`src/rtl/spi_adc_frame_rx.sv`:
```
// SPI-slave frame receiver for external ADC streams: synchronises the pad
// signals, assembles MSB-first frames and queues {sample, channel} in a FWFT FIFO.
module spi_adc_frame_rx #(
    parameter int   FRAME_W     = 16,
    parameter int   CH_BITS     = 4,
    parameter int   FIFO_DEPTH  = 4,
    parameter int   SYNC_STAGES = 2,
    parameter logic CS_ACTIVE   = 1'b1
) (
    input  logic                          clk,
    input  logic                          rst,
    input  logic                          cpol,
    input  logic                          cpha,
    input  logic                          spi_sclk,
    input  logic                          spi_cs,
    input  logic                          spi_sdi,
    output logic [FRAME_W-CH_BITS-1:0]    frame_data,
    output logic [CH_BITS-1:0]            frame_ch,
    output logic                          frame_valid,
    input  logic                          frame_ready,
    output logic [$clog2(FIFO_DEPTH):0]   fifo_count,
    output logic                          busy,
    output logic                          frame_err,
    output logic                          overflow,
    input  logic                          ovf_clr
);

    localparam int PTR_W = $clog2(FIFO_DEPTH);
    localparam int CNT_W = PTR_W + 1;
    localparam int BIT_W = $clog2(FRAME_W + 2);
    localparam int SET_W = $clog2(SYNC_STAGES + 1);

    typedef enum logic [1:0] {
        IDLE   = 2'd0,
        ACTIVE = 2'd1,
        DONE   = 2'd2
    } state_t;

    state_t                   state_q, state_d;
    logic [SYNC_STAGES-1:0]   sclk_sync_q, sclk_sync_d;
    logic [SYNC_STAGES-1:0]   cs_sync_q, cs_sync_d;
    logic [SYNC_STAGES-1:0]   sdi_sync_q, sdi_sync_d;
    logic                     sclk_prev_q, sclk_prev_d;
    logic                     cs_prev_q, cs_prev_d;
    logic [SET_W-1:0]         settle_q, settle_d;
    logic                     armed_q, armed_d;
    logic                     cpol_q, cpol_d;
    logic                     cpha_q, cpha_d;
    logic [BIT_W-1:0]         bits_q, bits_d;
    logic [FRAME_W-1:0]       shift_q, shift_d;
    logic [FRAME_W-1:0]       mem_q [FIFO_DEPTH];
    logic [FRAME_W-1:0]       mem_d [FIFO_DEPTH];
    logic [PTR_W-1:0]         wr_ptr_q, wr_ptr_d;
    logic [PTR_W-1:0]         rd_ptr_q, rd_ptr_d;
    logic [CNT_W-1:0]         count_q, count_d;
    logic                     frame_err_q, frame_err_d;
    logic                     overflow_q, overflow_d;

    logic sclk_s, sdi_s, cs_act, cs_prev_act, sample_edge;
    logic fifo_full, pop, push, drop, settled;

    assign sclk_s      = sclk_sync_q[SYNC_STAGES-1];
    assign sdi_s       = sdi_sync_q[SYNC_STAGES-1];
    assign cs_act      = (cs_sync_q[SYNC_STAGES-1] == CS_ACTIVE);
    assign cs_prev_act = (cs_prev_q == CS_ACTIVE);
    assign sample_edge = (cpol_q ^ cpha_q) ? (sclk_prev_q && !sclk_s)
                                           : (!sclk_prev_q && sclk_s);
    assign fifo_full   = (count_q == CNT_W'(FIFO_DEPTH));
    assign frame_valid = (count_q != '0);
    assign pop         = frame_valid && frame_ready;
    assign settled     = (settle_q == SET_W'(SYNC_STAGES));

    assign frame_data  = mem_q[rd_ptr_q][FRAME_W-1:CH_BITS];
    assign frame_ch    = mem_q[rd_ptr_q][CH_BITS-1:0];
    assign fifo_count  = count_q;
    assign busy        = cs_act;
    assign frame_err   = frame_err_q;
    assign overflow    = overflow_q;

    // Reception is only armed once the synchronised CS has been seen inactive
    // after reset, so a CS held active across reset release never starts a frame.
    always_comb begin
        state_d     = state_q;
        sclk_sync_d = {sclk_sync_q[SYNC_STAGES-2:0], spi_sclk};
        cs_sync_d   = {cs_sync_q[SYNC_STAGES-2:0], spi_cs};
        sdi_sync_d  = {sdi_sync_q[SYNC_STAGES-2:0], spi_sdi};
        sclk_prev_d = sclk_s;
        cs_prev_d   = cs_sync_q[SYNC_STAGES-1];
        settle_d    = settle_q;
        armed_d     = armed_q;
        cpol_d      = cpol_q;
        cpha_d      = cpha_q;
        bits_d      = bits_q;
        shift_d     = shift_q;
        mem_d       = mem_q;
        wr_ptr_d    = wr_ptr_q;
        rd_ptr_d    = rd_ptr_q;
        frame_err_d = 1'b0;
        push        = 1'b0;
        drop        = 1'b0;

        if (!settled) settle_d = settle_q + SET_W'(1);
        if (settled && !cs_act) armed_d = 1'b1;

        case (state_q)
            IDLE: begin
                if (armed_q && cs_act && !cs_prev_act) begin
                    cpol_d  = cpol;
                    cpha_d  = cpha;
                    bits_d  = '0;
                    shift_d = '0;
                    state_d = ACTIVE;
                end
            end
            ACTIVE: begin
                if (sample_edge) begin
                    shift_d = {shift_q[FRAME_W-2:0], sdi_s};
                    if (bits_q != BIT_W'(FRAME_W + 1)) bits_d = bits_q + BIT_W'(1);
                end
                if (!cs_act) state_d = DONE;
            end
            DONE: begin
                if (bits_q == BIT_W'(FRAME_W)) begin
                    if (!fifo_full || pop) push = 1'b1;
                    else                   drop = 1'b1;
                end else begin
                    frame_err_d = 1'b1;
                end
                state_d = IDLE;
            end
            default: state_d = IDLE;
        endcase

        // A pop in the same cycle frees the slot, so a full FIFO still accepts the push.
        if (push) begin
            mem_d[wr_ptr_q] = shift_q;
            wr_ptr_d        = wr_ptr_q + PTR_W'(1);
        end
        if (pop) rd_ptr_d = rd_ptr_q + PTR_W'(1);
        count_d = count_q + CNT_W'(push) - CNT_W'(pop);

        if (drop)         overflow_d = 1'b1;
        else if (ovf_clr) overflow_d = 1'b0;
        else              overflow_d = overflow_q;
    end

    always_ff @(posedge clk or posedge rst) begin
        if (rst) begin
            state_q     <= IDLE;
            sclk_sync_q <= '0;
            cs_sync_q   <= {SYNC_STAGES{~CS_ACTIVE}};
            sdi_sync_q  <= '0;
            sclk_prev_q <= 1'b0;
            cs_prev_q   <= ~CS_ACTIVE;
            settle_q    <= '0;
            armed_q     <= 1'b0;
            cpol_q      <= 1'b0;
            cpha_q      <= 1'b0;
            bits_q      <= '0;
            shift_q     <= '0;
            mem_q       <= '{default: '0};
            wr_ptr_q    <= '0;
            rd_ptr_q    <= '0;
            count_q     <= '0;
            frame_err_q <= 1'b0;
            overflow_q  <= 1'b0;
        end else begin
            state_q     <= state_d;
            sclk_sync_q <= sclk_sync_d;
            cs_sync_q   <= cs_sync_d;
            sdi_sync_q  <= sdi_sync_d;
            sclk_prev_q <= sclk_prev_d;
            cs_prev_q   <= cs_prev_d;
            settle_q    <= settle_d;
            armed_q     <= armed_d;
            cpol_q      <= cpol_d;
            cpha_q      <= cpha_d;
            bits_q      <= bits_d;
            shift_q     <= shift_d;
            mem_q       <= mem_d;
            wr_ptr_q    <= wr_ptr_d;
            rd_ptr_q    <= rd_ptr_d;
            count_q     <= count_d;
            frame_err_q <= frame_err_d;
            overflow_q  <= overflow_d;
        end
    end

endmodule
```
`config.mk`:
```
export PLATFORM = sky130hd
export DESIGN_NAME = spi_adc_frame_rx
export DESIGN_NICKNAME = d
export VERILOG_FILES = /design/src/rtl/spi_adc_frame_rx.sv
export SDC_FILE = /design/constraint.sdc
export NUM_CORES = 1
export LEC_CHECK = 0
export CORE_UTILIZATION = 66
export CTS_BUF_LIST = sky130_fd_sc_hd__clkbuf_4
export DETAILED_ROUTE_END_ITERATION = 8
export HOLD_SLACK_MARGIN = 0.03
export PLACE_DENSITY = 0.95
export SYNTH_ARGS = -nofsm -noshare
export SYNTH_HDL_FRONTEND = slang
export SYNTH_SLANG_ARGS = --single-unit
export TNS_END_PERCENT = 20
```
`constraint.sdc`:
```
create_clock -name clk -period 9.91 [get_ports clk]
set_input_delay 1.4865 -clock clk [delete_from_list [all_inputs] [get_ports clk]]
set_output_delay 1.4865 -clock clk [all_outputs]
set_load 0.02 [all_outputs]
```
==> flow_summary.toml <==
[drt]
dr.pass1.iters = 4
wl_per_cell_um = 19.0
drt-initial-drc-count = 186
detail-route-antenna-nets = 0
drcViolationCount = 0
routed_wl_mm = 9.02
via_per_inst = 5.95
vias = 2818

[timing]
slew_headroom = 0.325
worst_hold_slack_ns = 0.370
hold_viol = 0
timing.fmax_ghz = 0.244
tns_ns = 0
finalSetupViolCount = 0
clock_skew_ns = 0.0207
slew_viol_final = 0
worst_pin_slew_ns = 0.992
fin_crit_sh = 0.414
rsz0062_at_grt = "no"
min_period_ns = 4.10

[synth]
synth.top_cell.area_share = 0.544
netlist_area_um2 = 5010
synth_top_cell_by_area = "dfrtp_1"
ys_types = 41
synth_area_leaders = "dfrtp_1 54%, mux2_4 12%, mux4_2 7.2%, mux2_2 5.8%, nand3_1 3.5%"
ys_seq_area_frac = 0.544
ys_seq_elements = 109
syn_inst = 341
syn-num-nets = 361
yosysWarnings = 0
syn_avg_cell_area_um2 = 14.7

[clock_network]
htree_num_levels = 3
clockRootBuffer = "clkbuf_4"
clkSinkCount = 109
cts_tree = "built"
cts_buffer_depth = 2
clk_pin_slew_ns = 0.15
ctsResizeCount = 0
cts_buffers = 9
cts_setup_buffers = 0
clk_latency_ns = 0.46
postCtsHoldBufs = 0

[worst_hold_path]
worstHoldStart = "sclk_sync_q[0]$_DFF_PP0_"
hold_path.class = "reg2reg"

[critical_path]
r2r_cells = 10
cp_max_fo = 10
crit_required_ns = 8.42
r2r_start = "state_q[0]$_DFFE_PP0P_"
worst-r2r-setup-slack_ns = 6.86
arrival_ns = 2.62
crit_start = "rd_ptr_q[0]$_DFFE_PP0P_"
r2r_end = "fifo_count[2]$_DFF_PP0_"
cp-start-kind = "register"
critical_path_class = "reg2out"
cp-endpoint = "frame_ch[2]"
end_kind = "output port"

[die]
rows = 31
die_y_um = 89.1
die_x_um = 89.1
core-area_um2 = 7290
ios = 32
start_util = 0.687
die_area_um2 = 7950

[final_layout]
syn_to_final_growth_pct = 8.81
finalCoreUtilization = 0.748
fin_cells = 474
n_antenna_cell = 0
fillers = 471
drive_gt1_frac = 0.301
final_nets = 390

[placement]
globalplace.congestion = 0.755
numPortBuffers = 31
dp.cells = 458
dp_hpwl_mm = 6.01

[run]
cap_violations = 0

[power_and_ir_drop]
pwr-share-clk = 0.272
leakage_nw = 2.72
report.power.total_mw = 0.709
intPower_mw = 0.526
switchingPower_mw = 0.183
ir_drop_mv = 0.102
p_sw_frac = 0.258
pwr-share-comb = 0.074
p_per_area_nw_per_um2 = 130
power_frac_seq = 0.654

[run_status]
status = "finished, final reports clean"

[global_routing]
antenna_found_initial = 0
grt_pass1_wl_mm = 14.7
grt_pass1_vias = 2896
grtUsageTotal = 0.256
grt_overflow = 0
grt_max_degree = 61
## through the flow
stage	instance area [um2]	setup WS [ns]
2_1_floorplan	5010	5.55
3_3_place_gp	5340	5.70
3_5_place_dp	5340	5.58
4_1_cts	5450	5.76
5_1_grt	5450	5.65
6_report	5450	5.81
## power by group through the flow
| stage | logic [mW] | registers [mW] | clock network, mW |
|---|---|---|---|
| global route | 0.0598 | 0.465 | 0.217 |
| global placement | 0.0509 | 0.470 | 0 |
| floorplan | 0.0367 | 0.469 | 0 |
| finish | 0.0527 | 0.463 | 0.193 |
| CTS | 0.0533 | 0.463 | 0.197 |
| detailed placement | 0.0528 | 0.472 | 0 |
## per-layer routing
layer / track usage / wire length (um) / vias up
li1: - / - / 1269
met1: 0.326 / 3740 / 1474
met2: 0.443 / 4850 / 61
met3: 0.0637 / 302 / 14
met4: 0.0678 / 125 / 0
met5: 0 / 0 / -
## flip-flops by register name (all words and copies together) (netlist names), 2 cells and up
name and count:
bits_q 5, rd_ptr_q 2, sdi_sync_q 2, mem_q 64, fifo_count 3, sclk_sync_q 2
shift_q 16, state_q 2, wr_ptr_q 2, settle_q 2, cs_sync_q 2
## critical path, stage by stage (launching register included)
cell,delay [ns]
dfrtp_1,0.77
buf_4,0.33
mux4_2,0.52
clkdlybuf4s50_1,0.55
## kinds of logic (layout without fill, tap and decap cells)
| kind of cell | after synthesis | after routing | share of synthesized area |
|---|---|---|---|
| flops | 109 | 109 | 0.544 |
| xor+xnor | 7 | 7 | 0.0122 |
| compound gates | 14 | 14 | 0.0192 |
| fa+ha+maj | 11 | 11 | 0.0290 |
| buf+inv | 29 | 63 | 0.0370 |
| simple gates | 87 | 87 | 0.104 |
| mux | 84 | 84 | 0.254 |
## Yosys cell counts
| master | count |
|---|---|
| buf_12 | 4 |
| mux2_4 | 40 |
| nor2_1 | 4 |
| a22o_1 | 1 |
| nor3_1 | 2 |
| a41o_1 | 1 |
| clkbuf_1 | 8 |
| a21boi_0 | 1 |
| nand2_1 | 23 |
| nor3b_2 | 1 |
| buf_2 | 3 |
| xnor2_1 | 6 |
| and2_1 | 1 |
| or2b_1 | 1 |
| buf_6 | 1 |
| o32ai_1 | 1 |
| and4b_1 | 1 |
| mux4_2 | 16 |
| fa_1 | 1 |
| ha_1 | 10 |
| o21ai_0 | 3 |
| nand4_1 | 2 |
| or4b_1 | 1 |
| mux2i_1 | 2 |
| and4bb_2 | 3 |
| a21o_1 | 2 |
| nand2_8 | 4 |
| or3_2 | 1 |
| nand3_1 | 35 |
| xor2_1 | 1 |
| a21oi_1 | 2 |
| a31o_2 | 1 |
| nand2b_1 | 5 |
| mux2_2 | 26 |
| and2b_1 | 1 |
| a31oi_1 | 1 |
| dfrtp_1 | 109 |
| and3_1 | 1 |
| o22ai_1 | 1 |
| nor2b_1 | 1 |
| inv_1 | 13 |
## cell usage in the layout (no fill, tap or decap), types with 2 or more instances in the layout
cell type,netlist,layout
mux2_4,40,40
o21ai_0,3,3
mux2_2,26,26
nand2_1,23,23
dfrtp_1,109,109
clkinv_2,0,3
clkinv_4,0,2
a21o_1,2,2
buf_4,0,3
a21oi_1,2,2
and4bb_2,3,3
clkbuf_4,0,10
nor3_1,2,2
nand3_1,35,35
xnor2_1,6,6
nand2_8,4,4
mux4_2,16,16
ha_1,10,10
nand4_1,2,2
clkdlybuf4s50_1,0,31
nand2b_1,5,5
inv_1,13,12
nor2_1,4,4
## layout make-up
class / count / area, um2 / share of cell area
Sequential cell: 109 / 2730 / 0.500
Tap cell: 99 / 124 / 0.0227
Timing Repair Buffer: 34 / 333 / 0.0610
Clock buffer: 10 / 75.1 / 0.0138
Multi-Input combinational cell: 203 / 2100 / 0.385
Inverter: 13 / 51.3 / 0.00941
Clock inverter: 6 / 40.0 / 0.00734
## worst min path at each step
stage / slack [ns] / depth (start not counted) / end
3_3_place_gp: 0.33 / 0 / cs_sync_q[1]$_DFF_PP0_
5_1_grt: 0.37 / 0 / sdi_sync_q[1]$_DFF_PP0_
2_1_floorplan: 0.33 / 0 / cs_sync_q[1]$_DFF_PP0_
3_5_place_dp: 0.33 / 0 / sclk_sync_q[1]$_DFF_PP0_
6_report: 0.37 / 0 / sclk_sync_q[1]$_DFF_PP0_
4_1_cts: 0.37 / 0 / sclk_sync_q[1]$_DFF_PP0_
No activity file was read; power rests on OpenSTA's default activity.
